File: config.mk
export PLATFORM = sky130hd
export DESIGN_NAME = conv_window_addr_gen_flat
export DESIGN_NICKNAME = d
export VERILOG_FILES = /design/src/rtl/conv_window_addr_gen_if.sv /design/src/rtl/conv_window_addr_gen.sv /design/src/flat_wrapper.sv
export SDC_FILE = /design/constraint.sdc
export NUM_CORES = 1
export LEC_CHECK = 0
export BUFFER_PORTS_ARGS = -buffer_cell sky130_fd_sc_hd__buf_2
export CAP_MARGIN = 20
export CORE_MARGIN = 2
export CORE_UTILIZATION = 58
export CTS_CLUSTER_SIZE = 16
export DETAILED_ROUTE_END_ITERATION = 7
export PLACE_DENSITY = 0.77
export SLEW_MARGIN = 5
export SYNTH_ARGS = -nofsm -noshare
export SYNTH_HDL_FRONTEND = slang
export SYNTH_SLANG_ARGS = --single-unit
File: constraint.sdc
create_clock -name clk -period 10.9 [get_ports clk]
set_clock_uncertainty 0.1 [all_clocks]
set_input_delay 0.545 -clock clk [delete_from_list [all_inputs] [get_ports clk]]
set_output_delay 0.545 -clock clk [all_outputs]
set_load 0.005 [all_outputs]
File: src/rtl/conv_window_addr_gen_if.sv
// Tap stream from the convolution address generator to the BRAM readers / XNOR datapath.
// The master drives addresses and window markers; the slave returns addr_ready.
interface conv_window_addr_gen_if #(
    parameter int ADDR_W = 16,
    parameter int DIM_W  = 8
);
    logic              addr_valid;
    logic              addr_ready;
    logic [ADDR_W-1:0] img_addr;
    logic [ADDR_W-1:0] wgt_addr;
    logic              dp_last;
    logic [DIM_W-1:0]  out_row;
    logic [DIM_W-1:0]  out_col;

    modport master (
        output addr_valid, img_addr, wgt_addr, dp_last, out_row, out_col,
        input  addr_ready
    );

    modport slave (
        input  addr_valid, img_addr, wgt_addr, dp_last, out_row, out_col,
        output addr_ready
    );
endinterface

File: src/rtl/conv_window_addr_gen.sv
// Walks one convolution pass: for each output window, emits image/weight address pairs
// for every filter tap across all channels, with valid/ready backpressure.
module conv_window_addr_gen #(
    parameter int ADDR_W = 16,
    parameter int DIM_W  = 8,
    parameter int CH_W   = 4
) (
    input  logic                   clk,
    input  logic                   reset,
    input  logic                   start,
    input  logic [DIM_W-1:0]       cfg_img_rows,
    input  logic [DIM_W-1:0]       cfg_img_cols,
    input  logic [DIM_W-1:0]       cfg_flt_rows,
    input  logic [DIM_W-1:0]       cfg_flt_cols,
    input  logic [DIM_W-1:0]       cfg_stride,
    input  logic [CH_W-1:0]        cfg_channels,
    conv_window_addr_gen_if.master m,
    output logic                   busy,
    output logic                   done,
    output logic                   cfg_err
);
    typedef enum logic [1:0] {IDLE, RUN, DONE} state_e;

    state_e state_q, state_d;

    logic [DIM_W-1:0]  img_rows_q, img_rows_d, img_cols_q, img_cols_d;
    logic [DIM_W-1:0]  flt_rows_q, flt_rows_d, flt_cols_q, flt_cols_d;
    logic [DIM_W-1:0]  stride_q, stride_d;
    logic [CH_W-1:0]   chans_q, chans_d;

    logic [DIM_W-1:0]  fc_q, fc_d, fr_q, fr_d, c0_q, c0_d, r0_q, r0_d;
    logic [DIM_W-1:0]  out_row_q, out_row_d, out_col_q, out_col_d;
    logic [CH_W-1:0]   ch_q, ch_d;

    logic [ADDR_W-1:0] img_addr_q, img_addr_d, wgt_addr_q, wgt_addr_d;
    logic              dp_last_q, dp_last_d;
    logic              cfg_err_q, cfg_err_d;

    logic              cfg_bad, start_ok, hs, upd;
    logic              fc_wrap, fr_wrap, ch_wrap, c0_adv, r0_adv, last_tap;
    logic [DIM_W+1:0]  c0_reach, r0_reach;

    always_comb begin
        cfg_bad  = (cfg_img_rows == '0) || (cfg_img_cols == '0) ||
                   (cfg_flt_rows == '0) || (cfg_flt_cols == '0) ||
                   (cfg_stride == '0)   || (cfg_channels == '0) ||
                   (cfg_flt_rows > cfg_img_rows) || (cfg_flt_cols > cfg_img_cols);
        start_ok = (state_q == IDLE) && start && !cfg_bad;
        hs       = (state_q == RUN) && m.addr_ready;
        upd      = start_ok || hs;

        fc_wrap  = (fc_q == flt_cols_q - DIM_W'(1));
        fr_wrap  = (fr_q == flt_rows_q - DIM_W'(1));
        ch_wrap  = (ch_q == chans_q - CH_W'(1));
        // The next origin must leave room for a full filter window inside the image.
        c0_reach = {2'b00, c0_q} + {2'b00, stride_q} + {2'b00, flt_cols_q};
        r0_reach = {2'b00, r0_q} + {2'b00, stride_q} + {2'b00, flt_rows_q};
        c0_adv   = (c0_reach <= {2'b00, img_cols_q});
        r0_adv   = (r0_reach <= {2'b00, img_rows_q});
        last_tap = fc_wrap && fr_wrap && ch_wrap && !c0_adv && !r0_adv;
    end

    // FSM: state register
    always_ff @(posedge clk or negedge reset) begin
        if (!reset) state_q <= IDLE;
        else        state_q <= state_d;
    end

    // FSM: next state
    always_comb begin
        state_d = state_q;
        unique case (state_q)
            IDLE:    if (start_ok) state_d = RUN;
            RUN:     if (hs && last_tap) state_d = DONE;
            DONE:    state_d = IDLE;
            default: state_d = IDLE;
        endcase
    end

    // FSM: outputs
    always_comb begin
        m.addr_valid = (state_q == RUN);
        busy         = (state_q == RUN) || (state_q == DONE);
        done         = (state_q == DONE);
    end

    always_comb begin
        img_rows_d = img_rows_q;
        img_cols_d = img_cols_q;
        flt_rows_d = flt_rows_q;
        flt_cols_d = flt_cols_q;
        stride_d   = stride_q;
        chans_d    = chans_q;
        fc_d       = fc_q;
        fr_d       = fr_q;
        ch_d       = ch_q;
        c0_d       = c0_q;
        r0_d       = r0_q;
        out_row_d  = out_row_q;
        out_col_d  = out_col_q;
        cfg_err_d  = (state_q == IDLE) && start && cfg_bad;

        if (start_ok) begin
            img_rows_d = cfg_img_rows;
            img_cols_d = cfg_img_cols;
            flt_rows_d = cfg_flt_rows;
            flt_cols_d = cfg_flt_cols;
            stride_d   = cfg_stride;
            chans_d    = cfg_channels;
            fc_d       = '0;
            fr_d       = '0;
            ch_d       = '0;
            c0_d       = '0;
            r0_d       = '0;
            out_row_d  = '0;
            out_col_d  = '0;
        end else if (hs) begin
            fc_d = fc_wrap ? '0 : fc_q + DIM_W'(1);
            if (fc_wrap) begin
                fr_d = fr_wrap ? '0 : fr_q + DIM_W'(1);
                if (fr_wrap) begin
                    ch_d = ch_wrap ? '0 : ch_q + CH_W'(1);
                    if (ch_wrap) begin
                        if (c0_adv) begin
                            c0_d      = c0_q + stride_q;
                            out_col_d = out_col_q + DIM_W'(1);
                        end else begin
                            c0_d      = '0;
                            out_col_d = '0;
                            if (r0_adv) begin
                                r0_d      = r0_q + stride_q;
                                out_row_d = out_row_q + DIM_W'(1);
                            end else begin
                                r0_d      = '0;
                                out_row_d = '0;
                            end
                        end
                    end
                end
            end
        end
    end

    // Addresses are formed from the next counter values so they register alongside them.
    always_comb begin
        img_addr_d = ADDR_W'(ch_d) * ADDR_W'(img_rows_d) * ADDR_W'(img_cols_d)
                   + (ADDR_W'(r0_d) + ADDR_W'(fr_d)) * ADDR_W'(img_cols_d)
                   + (ADDR_W'(c0_d) + ADDR_W'(fc_d));
        wgt_addr_d = (ADDR_W'(ch_d) * ADDR_W'(flt_rows_d) + ADDR_W'(fr_d)) * ADDR_W'(flt_cols_d)
                   + ADDR_W'(fc_d);
        dp_last_d  = (fc_d == flt_cols_d - DIM_W'(1)) &&
                     (fr_d == flt_rows_d - DIM_W'(1)) &&
                     (ch_d == chans_d - CH_W'(1));
    end

    always_ff @(posedge clk or negedge reset) begin
        if (!reset) begin
            img_rows_q <= '0;
            img_cols_q <= '0;
            flt_rows_q <= '0;
            flt_cols_q <= '0;
            stride_q   <= '0;
            chans_q    <= '0;
            fc_q       <= '0;
            fr_q       <= '0;
            ch_q       <= '0;
            c0_q       <= '0;
            r0_q       <= '0;
            out_row_q  <= '0;
            out_col_q  <= '0;
            img_addr_q <= '0;
            wgt_addr_q <= '0;
            dp_last_q  <= 1'b0;
            cfg_err_q  <= 1'b0;
        end else begin
            img_rows_q <= img_rows_d;
            img_cols_q <= img_cols_d;
            flt_rows_q <= flt_rows_d;
            flt_cols_q <= flt_cols_d;
            stride_q   <= stride_d;
            chans_q    <= chans_d;
            fc_q       <= fc_d;
            fr_q       <= fr_d;
            ch_q       <= ch_d;
            c0_q       <= c0_d;
            r0_q       <= r0_d;
            out_row_q  <= out_row_d;
            out_col_q  <= out_col_d;
            cfg_err_q  <= cfg_err_d;
            if (upd) begin
                img_addr_q <= img_addr_d;
                wgt_addr_q <= wgt_addr_d;
                dp_last_q  <= dp_last_d;
            end
        end
    end

    always_comb begin
        m.img_addr = img_addr_q;
        m.wgt_addr = wgt_addr_q;
        m.dp_last  = dp_last_q;
        m.out_row  = out_row_q;
        m.out_col  = out_col_q;
        cfg_err    = cfg_err_q;
    end
endmodule
File: src/flat_wrapper.sv
// flat-port wrapper written by rule: the top's interface ports become plain ports
module conv_window_addr_gen_flat 
#(
    parameter int ADDR_W = 16,
    parameter int DIM_W  = 8,
    parameter int CH_W   = 4
)
  (clk, reset, start, cfg_img_rows, cfg_img_cols, cfg_flt_rows, cfg_flt_cols, cfg_stride, cfg_channels, busy, done, cfg_err, m_addr_valid, m_img_addr, m_wgt_addr, m_dp_last, m_out_row, m_out_col, m_addr_ready);
  conv_window_addr_gen_if #(.ADDR_W(ADDR_W), .DIM_W(DIM_W)) m_i ();
  input  logic clk;
  input  logic reset;
  input  logic start;
  input  logic [DIM_W-1:0] cfg_img_rows;
  input  logic [DIM_W-1:0] cfg_img_cols;
  input  logic [DIM_W-1:0] cfg_flt_rows;
  input  logic [DIM_W-1:0] cfg_flt_cols;
  input  logic [DIM_W-1:0] cfg_stride;
  input  logic [CH_W-1:0] cfg_channels;
  output logic busy;
  output logic done;
  output logic cfg_err;
  output wire logic [$bits(m_i.addr_valid)-1:0] m_addr_valid;
  output wire logic [$bits(m_i.img_addr)-1:0] m_img_addr;
  output wire logic [$bits(m_i.wgt_addr)-1:0] m_wgt_addr;
  output wire logic [$bits(m_i.dp_last)-1:0] m_dp_last;
  output wire logic [$bits(m_i.out_row)-1:0] m_out_row;
  output wire logic [$bits(m_i.out_col)-1:0] m_out_col;
  input wire logic [$bits(m_i.addr_ready)-1:0] m_addr_ready;
  assign m_addr_valid = m_i.addr_valid;
  assign m_img_addr = m_i.img_addr;
  assign m_wgt_addr = m_i.wgt_addr;
  assign m_dp_last = m_i.dp_last;
  assign m_out_row = m_i.out_row;
  assign m_out_col = m_i.out_col;
  assign m_i.addr_ready = m_addr_ready;
  conv_window_addr_gen #(.ADDR_W(ADDR_W), .DIM_W(DIM_W), .CH_W(CH_W)) u_core (.clk(clk), .reset(reset), .start(start), .cfg_img_rows(cfg_img_rows), .cfg_img_cols(cfg_img_cols), .cfg_flt_rows(cfg_flt_rows), .cfg_flt_cols(cfg_flt_cols), .cfg_stride(cfg_stride), .cfg_channels(cfg_channels), .m(m_i), .busy(busy), .done(done), .cfg_err(cfg_err));
endmodule
==> results of run 1 <==
final cells by class:
| type | count | area [um^2] | share of cell area [%] |
|---|---|---|---|
| well taps | 448 | 561 | 2.50 |
| repair buffers | 226 | 1460 | 6.53 |
| clock buffers | 19 | 453 | 2.02 |
| flip-flops and latches | 132 | 3300 | 14.7 |
| inverters | 417 | 1570 | 6.98 |
| clock inverters | 13 | 98.8 | 0.441 |
| multi-input cells | 1719 | 15000 | 66.8 |
power breakdown:
group	internal [mW]	switching, mW	leakage, nW	total, mW
clock	0.304	0.258	0.266	0.563
sequential	0.639	0.162	1.69	0.801
combinational	1.44	2.09	9.42	3.53
total	2.39	2.51	11.4	4.90
logic make-up (layout without fill, tap and decap cells):
logic type	count (synthesis)	in the layout	synth area share, %
xor+xnor	143	143	6.49
fa+ha+maj	458	458	37.9
flops	132	132	16.7
buf+inv	471	675	9.03
simple gates	750	750	17.5
compound gates	346	346	11.3
mux	22	22	1.14
metal layers:
metal / routed length [um] / share of wire (%) / track usage, % / vias up
li1: - / - / - / 7849
met1: 24200 / 42 / 46.2 / 8337
met4: 2680 / 4.6 / 15.7 / 2
met3: 4670 / 8.0 / 6.15 / 166
met5: 12 / 0.021 / 0 / -
met2: 26700 / 46 / 54.0 / 758
registers in the layout, summed over array words and instances, names as in the netlist:
name               cells
u_core.state_q         2
u_core.img_rows_q      8
u_core.m.out_row       8
u_core.m.wgt_addr     16
u_core.fr_q            8
u_core.ch_q            4
u_core.m.out_col       8
u_core.m.img_addr     16
u_core.flt_cols_q      8
u_core.img_cols_q      8
u_core.m.dp_last       1
u_core.cfg_err         1
u_core.fc_q            8
u_core.flt_rows_q      8
u_core.stride_q        8
u_core.r0_q            8
u_core.chans_q         4
u_core.c0_q            8
worst max-delay path by stage:
stage                       start                    end  slack, ns  cells past startpoint
4_1_cts        u_core.stride_q[0]  u_core.m.img_addr[15]       0.02                     49
3_3_place_gp   u_core.stride_q[0]  u_core.m.img_addr[15]       0.03                     46
6_report       u_core.stride_q[0]  u_core.m.img_addr[15]       0.20                     48
3_5_place_dp   u_core.stride_q[0]  u_core.m.img_addr[15]      -0.29                     46
5_1_grt        u_core.stride_q[0]  u_core.m.img_addr[15]      -0.18                     49
2_1_floorplan     cfg_img_rows[1]  u_core.m.img_addr[15]       0.07                     40
cells in the mapped netlist (10+ instances only):
master,n,area share [%]
sky130_fd_sc_hd__mux2i_1,18,0.91
sky130_fd_sc_hd__xnor2_1,98,4.3
sky130_fd_sc_hd__nor2_1,231,4.4
sky130_fd_sc_hd__nand3b_1,11,0.42
sky130_fd_sc_hd__and2_1,45,1.4
sky130_fd_sc_hd__dfrtp_1,132,17
sky130_fd_sc_hd__clkbuf_1,37,0.70
sky130_fd_sc_hd__o21ai_0,60,1.5
sky130_fd_sc_hd__nor2b_1,24,0.76
sky130_fd_sc_hd__ha_1,226,14
sky130_fd_sc_hd__nand2_1,257,4.9
sky130_fd_sc_hd__fa_1,232,24
sky130_fd_sc_hd__o211ai_1,10,0.38
sky130_fd_sc_hd__and3_1,12,0.38
sky130_fd_sc_hd__inv_1,412,7.8
sky130_fd_sc_hd__nor4_1,18,0.57
sky130_fd_sc_hd__or3_1,16,0.51
sky130_fd_sc_hd__nor3_1,31,0.79
sky130_fd_sc_hd__a21oi_1,123,3.1
sky130_fd_sc_hd__a21boi_0,14,0.53
sky130_fd_sc_hd__o21bai_1,11,0.42
sky130_fd_sc_hd__o21a_1,17,0.65
sky130_fd_sc_hd__nand2b_1,34,1.1
sky130_fd_sc_hd__a21o_1,20,0.76
sky130_fd_sc_hd__nand4_1,15,0.48
sky130_fd_sc_hd__xor2_1,43,1.9
sky130_fd_sc_hd__nand3_1,32,0.81
worst reg2reg max path: cells and delay by family (launching register included):
kind | cells | cell delay (ns)
xor gates and xnor gates | 1 | 0.20
and+or+nand+nor | 5 | 0.57
DFF | 1 | 0.41
buffers and inverters | 8 | 0.67
adders and majority gates | 12 | 4.99
AOI/OAI and AO/OA | 22 | 3.70
what timing repair did:
item	4_1_cts	5_1_grt
hold endpoints to repair	0	0
resized for setup	15	89
setup endpoints to repair	4	10
pin swaps	9	60
setup buffers	5	13
==> reports/metrics.yaml, run 1 <==
outcome:
  status: "complete, no violations"
synth:
  seq_area_frac_synth_pct: 16.7
  synth-main-ff-cell: "sky130_fd_sc_hd__dfrtp_1"
  synth-edff-count: 0
  postSynthRegisterBits: 132
  synthCells: 2322
  synthesis.area_um2: 19700
  synth_cell_types: 78
  asyncSetResetFlopFracSynth_pct: 100
  ys.warnings.count: 0
  postSynthNetCount: 2828
  synth_area_per_inst_um2: 8.50
timing:
  fmax_ghz: 0.0935
  final_min_period_over_clock_period_pct: 98.1
  finalWorstPathRequiredPeriod_ns: 10.70
  finalHoldViolations: 0
  sum_of_negative_setup_slack_ns: 0
  setup_ws_ns: 0.203
  timing.final.max_slew_violations: 0
  rsz0062_at_grt: "true"
  final-setup-viol-count: 0
  timing.hold.ws_ns: 0.0627
  relSlewSlack_pct: 32.5
  max_slew.worst_pin.slew_ns: 1.01
global_routing:
  via_count_of_the_first_global_routing_pass: 17900
  grt_usage_pct: 34.2
  antenna_found_initial: 1
  globalRouteOverflowTotal: 0
  largest_net_degree_at_the_start_of_global_routing: 86
  grt_pass1_wl_um: 94800
detailed_routing:
  antenna_violating_nets_post_route: 0
  routed_via_density: 5.75
  detailroute.via_count: 17100
  avgRoutedWirePerCell_um: 19.6
  drt_iter0_drc: 1234
  drc: 0
  iteration_count_of_the_initial_detailed_routing_pass: 8
  route.final.wire_length_um: 58300
floorplan:
  coreArea_um2: 33500
  die_width_um: 188
  io-pin-count: 101
  die_outline_area_um2: 35500
  die_height_um: 188
  rows: 67
  start_util_pct: 58.9
clock_tree:
  tritoncts: "done"
  clock_insertion_delay_worst_skew_ns: 0.46
  clkSinkCount: 132
  library_cell_used_as_clock_root_buffer: "sky130_fd_sc_hd__clkbuf_16"
  max-clock-path-buffers: 2
  tritoncts.num_buffers: 17
  cts.reportedPaths.clkPinSlew_ns: 0.06
  htreeDepth: 4
  ctsHoldBuffers: 0
worst_setup_path:
  crit-reg2reg-launch: "u_core.stride_q[0]"
  critPathBufInv: 8
  cp_data_arrival_time_ns: 10.95
  path_max_fanout: 3
  critPathTopFamily: "adder cells"
  startpoint_type: "flip-flop"
  r2r.worst_path.cells: 48
  cp.required_ns: 11.16
  cpMaxStageDelayCell: "sky130_fd_sc_hd__fa_2"
  critical_path.reg2reg.endpoint: "u_core.m.img_addr[15]"
  path_class: "reg2reg"
  crit_path_frequent_cell: "sky130_fd_sc_hd__fa_1"
  timing.critical_path.slowest_cell_delay_ns: 0.59
  rrSetupSlack_ns: 0.20
  kind_of_end_point_of_the_critical_path: "flip-flop"
run:
  max-cap-violations: 0
finish:
  final_core_util_pct: 66.9
  final_cell_mix: "405 x sky130_fd_sc_hd__inv_1, 256 x sky130_fd_sc_hd__nand2_1, 227 x sky130_fd_sc_hd__fa_1, 226 x sky130_fd_sc_hd__nor2_1, 217 x sky130_fd_sc_hd__ha_1"
  flow.area_growth_from_synthesis_pct: 13.7
  final_cell_area_um2: 22400
  drive_gt1_share_pct: 14.2
  fin_cells: 2974
  layout.nets: 3019
  fill_cells: 2778
  most_common_library_cell_in_the_layout_ignoring_fill_and_taps: "sky130_fd_sc_hd__inv_1"
  insertedDiodeCount: 0
min_path:
  worstHoldPathType: "in2async"
placed_design:
  placement.cell_area_um2: 21400
  place_congestion: 0.995
  placement.io_buffers: 100
  detailedPlace.worstSlack_ns: -0.287
  numPlacedInstances: 2924
  dp_hpwl_um: 46900
pwr:
  power.static_leakage_nw: 11.4
  peakVddDrop_v: 0.000193
  total_power_mw: 4.90
  power_per_cell_area_nw_per_um2: 218
(Power assumes the default switching activity.)
==> run 2: changes to the inputs <==
- RECOVER_POWER: unset -> 50
==> run 2 against run 1 <==
- the flow now finishes with violations (max-capacitance violations, max-slew violations)
- die area is the same
- hold slack gained 0.14 ns
- total power about the same
- maximum frequency shrank 0.15%
- combinational power is essentially flat
- flip-flop and latch count is the same
- sequential share of layout area about the same
- register-to-register slack worse by 0.02 ns
- critical endpoint unchanged
- largest power group unchanged
- highest routed layer unchanged
==> reports/metrics.yaml, run 2 (synthesis gave the netlist of run 1 again) <==
run:
  max-cap-violations: 2
detailed_routing:
  routed_via_density: 5.76
  detailroute.via_count: 17100
  iteration_count_of_the_initial_detailed_routing_pass: 5
  avgRoutedWirePerCell_um: 19.6
  drt_iter0_drc: 1255
  antenna_violating_nets_post_route: 0
  route.final.wire_length_um: 58400
  drc: 0
floorplan:
  die_outline_area_um2: 35500
  die_width_um: 188
  rows: 67
  die_height_um: 188
  start_util_pct: 58.9
  coreArea_um2: 33500
  io-pin-count: 101
clock_tree:
  tritoncts.num_buffers: 17
  max-clock-path-buffers: 2
  clock_insertion_delay_worst_skew_ns: 0.46
  tritoncts: "done"
  clkSinkCount: 132
  ctsHoldBuffers: 0
  cts.reportedPaths.clkPinSlew_ns: 0.07
  htreeDepth: 4
  library_cell_used_as_clock_root_buffer: "sky130_fd_sc_hd__clkbuf_16"
timing:
  timing.final.max_slew_violations: 135
  final-setup-viol-count: 0
  final_min_period_over_clock_period_pct: 98.3
  relSlewSlack_pct: -226
  rsz0062_at_grt: "true"
  finalHoldViolations: 0
  max_slew.worst_pin.slew_ns: 4.90
  fmax_ghz: 0.0934
  setup_ws_ns: 0.188
  finalWorstPathRequiredPeriod_ns: 10.71
finish:
  layout.nets: 3019
  drive_gt1_share_pct: 13.3
  final_cell_mix: "405 x sky130_fd_sc_hd__inv_1, 256 x sky130_fd_sc_hd__nand2_1, 227 x sky130_fd_sc_hd__fa_1, 226 x sky130_fd_sc_hd__nor2_1, 217 x sky130_fd_sc_hd__ha_1"
  fin_cells: 2974
  fill_cells: 2799
  flow.area_growth_from_synthesis_pct: 13.5
  insertedDiodeCount: 0
  most_common_library_cell_in_the_layout_ignoring_fill_and_taps: "sky130_fd_sc_hd__inv_1"
  final_core_util_pct: 66.8
pwr:
  power_per_cell_area_nw_per_um2: 219
  sw_frac_of_total_pct: 51.4
  power.combinational.fraction_pct: 72.1
  peakVddDrop_v: 0.000194
  share_seq_of_total_power_pct: 16.4
  internal_portion_of_total_power_mw: 2.38
  power.static_leakage_nw: 11.3
  power.share.clock_pct: 11.5
  switchingPower_mw: 2.52
worst_setup_path:
  crit_path_frequent_cell: "sky130_fd_sc_hd__fa_1"
  path_max_fanout: 3
  startpoint_type: "flip-flop"
  path_class: "reg2reg"
  cp_data_arrival_time_ns: 10.97
  cpMaxStageDelayCell: "sky130_fd_sc_hd__fa_2"
  cp.required_ns: 11.16
  kind_of_end_point_of_the_critical_path: "flip-flop"
  timing.critical_path.slowest_cell_delay_ns: 0.59
placed_design:
  place_congestion: 0.995
  detailedPlace.worstSlack_ns: -0.287
  numPlacedInstances: 2924
  placement.io_buffers: 100
  dp_hpwl_um: 46900
global_routing:
  largest_net_degree_at_the_start_of_global_routing: 86
  grt_pass1_wl_um: 94800
  globalRouteOverflowTotal: 0
  via_count_of_the_first_global_routing_pass: 17900
  antenna_found_initial: 1
  grt_usage_pct: 34.2
outcome:
  status: "finished, violations left"
  violations_in_the_final_reports: "max-capacitance violations, max-slew violations"
min_path:
  worstHoldPathType: "in2reg"
-- run 2: area by class of cell --
type | count | area [um^2] | area share [%]
clock buffer | 19 | 453 | 2.02
clock inverter | 13 | 98.8 | 0.441
inverter | 417 | 1570 | 6.99
multi-input combinational | 1719 | 15000 | 66.9
sequential | 132 | 3300 | 14.8
tap | 448 | 561 | 2.50
timing repair buffer | 226 | 1430 | 6.37
-- run 2: per-layer routing --
metal / up-vias / part of all wire [%] / GRT usage [%]
met2: 728 / 46 / 54.0
li1: 7852 / - / -
met4: 2 / 4.5 / 15.7
met3: 163 / 7.6 / 6.15
met5: - / 0.021 / 0
met1: 8391 / 42 / 46.2
-- run 2: path summary, 6_finish.rpt --
check	from	to	slack, ns	depth (start not counted)
max reg2reg	u_core.stride_q[0]	u_core.m.img_addr[15]	0.19	48
min in group asynchronous	reset	u_core.m.out_row[6]	1.75	1
min	cfg_stride[5]	u_core.stride_q[5]	0.20	3
max	u_core.stride_q[0]	u_core.m.img_addr[15]	0.19	48
min reg2reg	u_core.m.wgt_addr[3]	u_core.m.wgt_addr[3]	0.36	2
max in group asynchronous	reset	u_core.flt_rows_q[0]	4.33	2
-- run 2: critical path: cells and delay by family, from the launching register on --
family | cells | cell delay [ns]
XOR/XNOR | 1 | 0.20
AO/OA/AOI/OAI | 22 | 3.68
adder cells (fa/ha/maj) | 12 | 4.99
AND/OR/NAND/NOR | 5 | 0.58
buffers and inverters | 8 | 0.67
flip-flops | 1 | 0.41
-- run 2: repair_timing --
item                       CTS  global route
resized for setup           15            89
setup buffers                5            13
setup endpoints to repair    4            10
hold endpoints to repair     0             0
cloned                       0             0
pin swaps                    9            60
-- run 2: power groups by stage --
| stage | clock [mW] | sequential, mW | combinational (mW) |
|---|---|---|---|
| 2_1_floorplan | 0 | 0.747 | 2.24 |
| 3_3_place_gp | 0 | 0.798 | 3.16 |
| 3_5_place_dp | 0 | 0.798 | 3.24 |
| 4_1_cts | 0.570 | 0.792 | 3.32 |
| 5_1_grt | 0.587 | 0.814 | 3.91 |
| 6_report | 0.563 | 0.802 | 3.53 |
-- run 2: through the flow --
stage	hold WS (ns)	setup TNS, ns	power [mW]	cell area (um^2)
6_report	0.201	0	4.90	22400
2_1_floorplan	0.149	0	2.99	19700
3_5_place_dp	0.355	-0.379	4.03	21400
5_1_grt	0.208	-0.418	5.31	22400
4_1_cts	0.0852	0	4.68	22000
3_3_place_gp	0.351	0	3.96	21400
